--- config.mk ---
export PLATFORM = sky130hd
export DESIGN_NAME = regfile_writeback_flat
export DESIGN_NICKNAME = d
export VERILOG_FILES = /design/src/rtl/regfile_writeback_if.sv /design/src/rtl/regfile_writeback.sv /design/src/flat_wrapper.sv
export SDC_FILE = /design/constraint.sdc
export NUM_CORES = 1
export LEC_CHECK = 0
export CORE_MARGIN = 5
export CORE_UTILIZATION = 50
export CTS_CLUSTER_SIZE = 16
export DETAILED_ROUTE_END_ITERATION = 6
export PLACE_DENSITY = 0.69
export REMOVE_ABC_BUFFERS = 1
export SLEW_MARGIN = 20
export SYNTH_ARGS = -nofsm -noshare
export SYNTH_HDL_FRONTEND = slang
export SYNTH_SLANG_ARGS = --single-unit
--- constraint.sdc ---
create_clock -name clk -period 4.3 [get_ports clk]
set_input_delay 0.86 -clock clk [delete_from_list [all_inputs] [get_ports clk]]
set_output_delay 0.86 -clock clk [all_outputs]
set_load 0.01 [all_outputs]
--- src/rtl/regfile_writeback_if.sv ---
// Bus between the ALU/issue side and the register file + writeback stage.
// master = ALU side (drives operands addresses and results), slave = register file.
interface regfile_writeback_if #(
    parameter int W = 16
);
    logic [3:0]   ra_addr;
    logic [3:0]   rb_addr;
    logic [W-1:0] a_data;
    logic [W-1:0] b_data;
    logic         wb_valid;
    logic [3:0]   wb_rd;
    logic [2:0]   wb_sel;
    logic [W-1:0] wb_r;
    logic [W-1:0] wb_r15;
    logic         wb_ovf;
    logic         ovf_clr;
    logic         ovf_flag;
    logic         commit_valid;
    logic [3:0]   commit_rd;

    modport master (
        output ra_addr, rb_addr, wb_valid, wb_rd, wb_sel, wb_r, wb_r15, wb_ovf, ovf_clr,
        input  a_data, b_data, ovf_flag, commit_valid, commit_rd
    );

    modport slave (
        input  ra_addr, rb_addr, wb_valid, wb_rd, wb_sel, wb_r, wb_r15, wb_ovf, ovf_clr,
        output a_data, b_data, ovf_flag, commit_valid, commit_rd
    );
endinterface

--- src/rtl/regfile_writeback.sv ---
// Sixteen-entry register file with a one-deep writeback register in front of it.
// The pending entry is bypassed onto both read ports; overflow is accumulated in a sticky flag.
module regfile_writeback #(
    parameter int NREG = 16,
    parameter int W    = 16
) (
    input  logic                clk,
    input  logic                rst,
    regfile_writeback_if.slave  bus
);
    logic [W-1:0] regs [NREG];

    logic         p_v;
    logic [3:0]   p_rd;
    logic [2:0]   p_sel;
    logic [W-1:0] p_r;
    logic [W-1:0] p_r15;
    logic         p_ovf;

    logic         ovf_flag_q;
    logic         commit_valid_q;
    logic [3:0]   commit_rd_q;

    // sel 010/011 also produce R15 (high product half / remainder)
    logic         p_dual;
    assign p_dual = p_v && (p_sel[2:1] == 2'b01);

    always_ff @(posedge clk) begin
        if (rst) begin
            for (int unsigned i = 0; i < NREG; i++) begin
                regs[i] <= '0;
            end
            p_v            <= 1'b0;
            p_rd           <= '0;
            p_sel          <= '0;
            p_r            <= '0;
            p_r15          <= '0;
            p_ovf          <= 1'b0;
            ovf_flag_q     <= 1'b0;
            commit_valid_q <= 1'b0;
            commit_rd_q    <= '0;
        end else begin
            p_v <= bus.wb_valid && (bus.wb_sel <= 3'b101);
            if (bus.wb_valid) begin
                p_rd  <= bus.wb_rd;
                p_sel <= bus.wb_sel;
                p_r   <= bus.wb_r;
                p_r15 <= bus.wb_r15;
                p_ovf <= bus.wb_ovf;
            end

            // Primary result wins when rd is 15 on a dual-write op.
            if (p_dual && (p_rd != 4'd15)) begin
                regs[15] <= p_r15;
            end
            if (p_v) begin
                regs[p_rd]  <= p_r;
                commit_rd_q <= p_rd;
            end
            commit_valid_q <= p_v;

            // A same-edge set beats the clear.
            ovf_flag_q <= (ovf_flag_q && !bus.ovf_clr) || (p_v && p_ovf);
        end
    end

    always_comb begin
        bus.a_data = regs[bus.ra_addr];
        if (p_v && (bus.ra_addr == p_rd)) begin
            bus.a_data = p_r;
        end else if (p_dual && (bus.ra_addr == 4'd15) && (p_rd != 4'd15)) begin
            bus.a_data = p_r15;
        end

        bus.b_data = regs[bus.rb_addr];
        if (p_v && (bus.rb_addr == p_rd)) begin
            bus.b_data = p_r;
        end else if (p_dual && (bus.rb_addr == 4'd15) && (p_rd != 4'd15)) begin
            bus.b_data = p_r15;
        end
    end

    assign bus.ovf_flag     = ovf_flag_q;
    assign bus.commit_valid = commit_valid_q;
    assign bus.commit_rd    = commit_rd_q;
endmodule

--- src/flat_wrapper.sv ---
// flat-port wrapper written by rule: the top's interface ports become plain ports
module regfile_writeback_flat 
#(
    parameter int NREG = 16,
    parameter int W    = 16
)
  (clk, rst, bus_ra_addr, bus_rb_addr, bus_wb_valid, bus_wb_rd, bus_wb_sel, bus_wb_r, bus_wb_r15, bus_wb_ovf, bus_ovf_clr, bus_a_data, bus_b_data, bus_ovf_flag, bus_commit_valid, bus_commit_rd);
  regfile_writeback_if #(.W(W)) bus_i ();
  input  logic clk;
  input  logic rst;
  input wire logic [$bits(bus_i.ra_addr)-1:0] bus_ra_addr;
  input wire logic [$bits(bus_i.rb_addr)-1:0] bus_rb_addr;
  input wire logic [$bits(bus_i.wb_valid)-1:0] bus_wb_valid;
  input wire logic [$bits(bus_i.wb_rd)-1:0] bus_wb_rd;
  input wire logic [$bits(bus_i.wb_sel)-1:0] bus_wb_sel;
  input wire logic [$bits(bus_i.wb_r)-1:0] bus_wb_r;
  input wire logic [$bits(bus_i.wb_r15)-1:0] bus_wb_r15;
  input wire logic [$bits(bus_i.wb_ovf)-1:0] bus_wb_ovf;
  input wire logic [$bits(bus_i.ovf_clr)-1:0] bus_ovf_clr;
  output wire logic [$bits(bus_i.a_data)-1:0] bus_a_data;
  output wire logic [$bits(bus_i.b_data)-1:0] bus_b_data;
  output wire logic [$bits(bus_i.ovf_flag)-1:0] bus_ovf_flag;
  output wire logic [$bits(bus_i.commit_valid)-1:0] bus_commit_valid;
  output wire logic [$bits(bus_i.commit_rd)-1:0] bus_commit_rd;
  assign bus_i.ra_addr = bus_ra_addr;
  assign bus_i.rb_addr = bus_rb_addr;
  assign bus_i.wb_valid = bus_wb_valid;
  assign bus_i.wb_rd = bus_wb_rd;
  assign bus_i.wb_sel = bus_wb_sel;
  assign bus_i.wb_r = bus_wb_r;
  assign bus_i.wb_r15 = bus_wb_r15;
  assign bus_i.wb_ovf = bus_wb_ovf;
  assign bus_i.ovf_clr = bus_ovf_clr;
  assign bus_a_data = bus_i.a_data;
  assign bus_b_data = bus_i.b_data;
  assign bus_ovf_flag = bus_i.ovf_flag;
  assign bus_commit_valid = bus_i.commit_valid;
  assign bus_commit_rd = bus_i.commit_rd;
  regfile_writeback #(.NREG(NREG), .W(W)) u_core (.clk(clk), .rst(rst), .bus(bus_i));
endmodule
==> flow_metrics.tcl <==
set metrics [dict create \
    skew_ns 0.0133 \
    yosysMostFrequentCell "edfxtp_1" \
    r2r_start "u_core.p_rd[2]$_SDFFE_PP0P_" \
    fin_nets 1390 \
    hold_class "flip-flop to flip-flop" \
    crit_chain "clkdlybuf4s50_1, buf_4, and2_2, buf_4, nand4_1, buf_12, nor2_1, o31ai_1, buf_4, clkdlybuf4s50_1" \
    ys_ff_latch 302 \
    place_congestion 0.894 \
    crit_buf_inv 6 \
    cts_buffer_depth 3 \
    synth_top_cell_by_area "edfxtp_1" \
    rows 65 \
    hold_viol 0 \
    die_area_um2 36100 \
    ir_worst_vdd_mv 0.223 \
    grt_pass1_vias 11100 \
    dr.pass1.iters 5 \
    min_path_cells 2 \
    maxSlewViolCount 0 \
    synthMuxAreaShare_pct 22.1 \
    syn_area_um2 16200 \
    placed_area_um2 17900 \
    crit_slowest_cell "clkdlybuf4s50_1" \
    drcViolationCount 0 \
    die_h_um 190 \
    ys_types 42 \
    grt_overflow_total 0 \
    cp-start-kind "input port" \
    antenna_found_initial 0 \
    via_per_inst 6.21 \
    synth_xor_area_share_pct 0.433 \
    vias 11000 \
    clk_pin_slew_worst_paths_ns 0.06 \
    power.total_w 0.00717 \
    finalCritPeriodShare_pct 99.5 \
    hold_slack_ns 0.477 \
    hp-start "u_core.p_ovf$_SDFFE_PP0P_" \
    cp-end-kind "output pin" \
    postCtsSetupBuffers 0 \
    drive_above_1_share_pct 19.9 \
    synth_compound_area_share_pct 5.20 \
    grtUsageTotal_pct 25.3 \
    coreArea_um2 31700 \
    crit_path_frequent_cell "buf_4" \
    ys.flop_type "edfxtp_1" \
    r2r_end "u_core.regs[15][14]$_DFFE_PP_" \
    fmax_ghz 0.234 \
    leakage_nw 7.37 \
    cts_tree "yes" \
    drtIter0Drc 1151 \
    ioPinCount 90 \
    cts_buffers 35 \
    maxCapViolations 0 \
    synth_edf_count 256 \
    die_w_um 190 \
    status "completed" \
    setup_violations 0 \
    path_class "input port to output pin" \
    fin_util_pct 60.2 \
    tightest_slew_ns 0.948 \
    synth_commonest_cells "256 x edfxtp_1, 243 x and2_1, 138 x mux2i_1, 104 x nor2_1, 86 x mux4_2" \
    post_drt_wl_per_cell_um 26.0 \
    slowest_delay_ns 0.52 \
    cp.arrival_ns 3.42 \
    avgSynthCellArea_um2 13.2 \
    final_cells 1767 \
    wl_um 45900 \
    clock-sinks 302 \
    synthAdderAreaFrac_pct 0 \
    rr_worst_depth 4 \
    ys_seq_area_share_pct 53.2 \
    postSynth.asyncResetShare_pct 0 \
    synth_simple_gate_area_share_pct 15.7 \
    io_buffers 88 \
    ys_top_cells_by_area "edfxtp_1 48%, mux4_2 12%, and2_1 9.4%" \
    powerDensity_nw_per_um2 375 \
    maxSlewHeadroom_pct 36.8 \
    crit_required_ns 3.44 \
    grt_max_degree 63 \
    finalCriticalPeriod_ns 4.28 \
    min_to "u_core.bus.ovf_flag$_SDFF_PP0_" \
    hpwl_um 29800 \
    critPathMaxFanout 16 \
    grt_pass1_wl_um 68600 \
    postRouteAntennaNets 0 \
    areaGrowthSynthToFinish_pct 18.0 \
    synthCells 1230 \
    grt_setup_unrepaired "true" \
    fin_area_um2 19100 \
    htree_levels 2 \
    clkLatencyLatePin_ns 0.51 \
    dp.cells 1703 \
    critPathTopFamily "buffers and inverters" \
    root_buffer "clkbuf_16" \
    synth_top_family_by_area "multiplexers" \
    yosysWarningCount 0 \
    synth_top_cell_area_share_pct 47.5 \
    initial_utilization_pct 51.0 \
    r2r_slack_ns 1.80 \
]
## cell type report
cell class,instances,area (µm²)
flip-flops and latches,302,8610
well taps,402,503
fillers,2463,12600
inverters,2,7.51
repair buffers,181,1740
diodes,1,2.50
clock inverters,18,164
clock buffers,45,986
multi-input cells,816,7090
## metrics by stage
step / worst slack [ns] / TNS (ns)
final: 0.0220 / 0
after global placement: -0.200 / -0.209
after floorplan: 0.684 / 0
after global routing: -0.0965 / -0.175
after detailed placement: -0.193 / -0.217
after CTS: 0.00138 / 0
## placed cells by master (no fill, tap or decap), types with 6 or more instances in the layout
master             n
clkinv_1           7
mux2i_1          137
edfxtp_1         256
mux4_1            10
nor4b_1           13
o21ai_1           16
xor2_1             6
a22o_1            16
mux4_2            86
nor2_1           104
buf_12            12
dlymetal6s2s_1     6
nand2_1           53
a2111oi_2          9
or2_2             15
clkdlybuf4s50_1   74
clkbuf_16         37
dfxtp_1           46
o21ai_0           16
and2_1           242
clkinv_2           6
buf_4             81
o31ai_1           15
o22ai_1           32
## logic make-up after synthesis
| logic type | count (synthesis) |
|---|---|
| simple gates | 459 |
| flops | 302 |
| mux | 234 |
| compound gates | 115 |
| buf+inv | 112 |
| xor+xnor | 8 |
## worst register-to-register path: stages, from the launching register on
cell	delay, ns
dfxtp_1	0.67
nand2_1	0.20
nor2_1	0.14
buf_4	0.31
or3_1	0.79
## routing by layer
layer,wire [µm],GRT usage [%],vias to the layer above
li1,-,-,4837
met1,18800,35.7,5509
met2,22000,41.5,543
met3,3920,4.24,84
met4,1110,6.59,0
met5,0,0,-
## timing repair
item	4_1_cts	5_1_grt
pin swaps	1	3
gates resized for setup	5	13
gates cloned	0	0
hold buffers	0	0
setup endpoints to repair	5	16
## power by group
part / switching (W) / internal (W) / total (W)
sequential: 0.000116 / 0.00328 / 0.00340
combinational: 0.000399 / 0.000408 / 0.000807
clock: 0.00117 / 0.00180 / 0.00296
total: 0.00168 / 0.00549 / 0.00717
## sequential cells by signal (all words and copies together) (netlist names)
register,flops
u_core.bus.commit_rd,4
u_core.regs,256
u_core.p_rd,4
u_core.p_v,1
u_core.p_sel,2
u_core.bus.commit_valid,1
u_core.p_r15,16
u_core.bus.ovf_flag,1
u_core.p_r,16
u_core.p_ovf,1
## how the worst max path moves through the flow
stage	start	endpoint	slack [ns]	depth (start not counted)
after floorplan	bus_rb_addr[0]	bus_b_data[0]	0.68	3
after global placement	bus_rb_addr[2]	bus_b_data[13]	-0.20	11
after detailed placement	bus_rb_addr[2]	bus_b_data[13]	-0.19	11
after CTS	bus_rb_addr[2]	bus_b_data[10]	0.001	10
after global routing	bus_rb_addr[3]	bus_b_data[0]	-0.1	10
final	bus_rb_addr[3]	bus_b_data[0]	0.02	10
No activity file was read; power rests on OpenSTA's default activity.
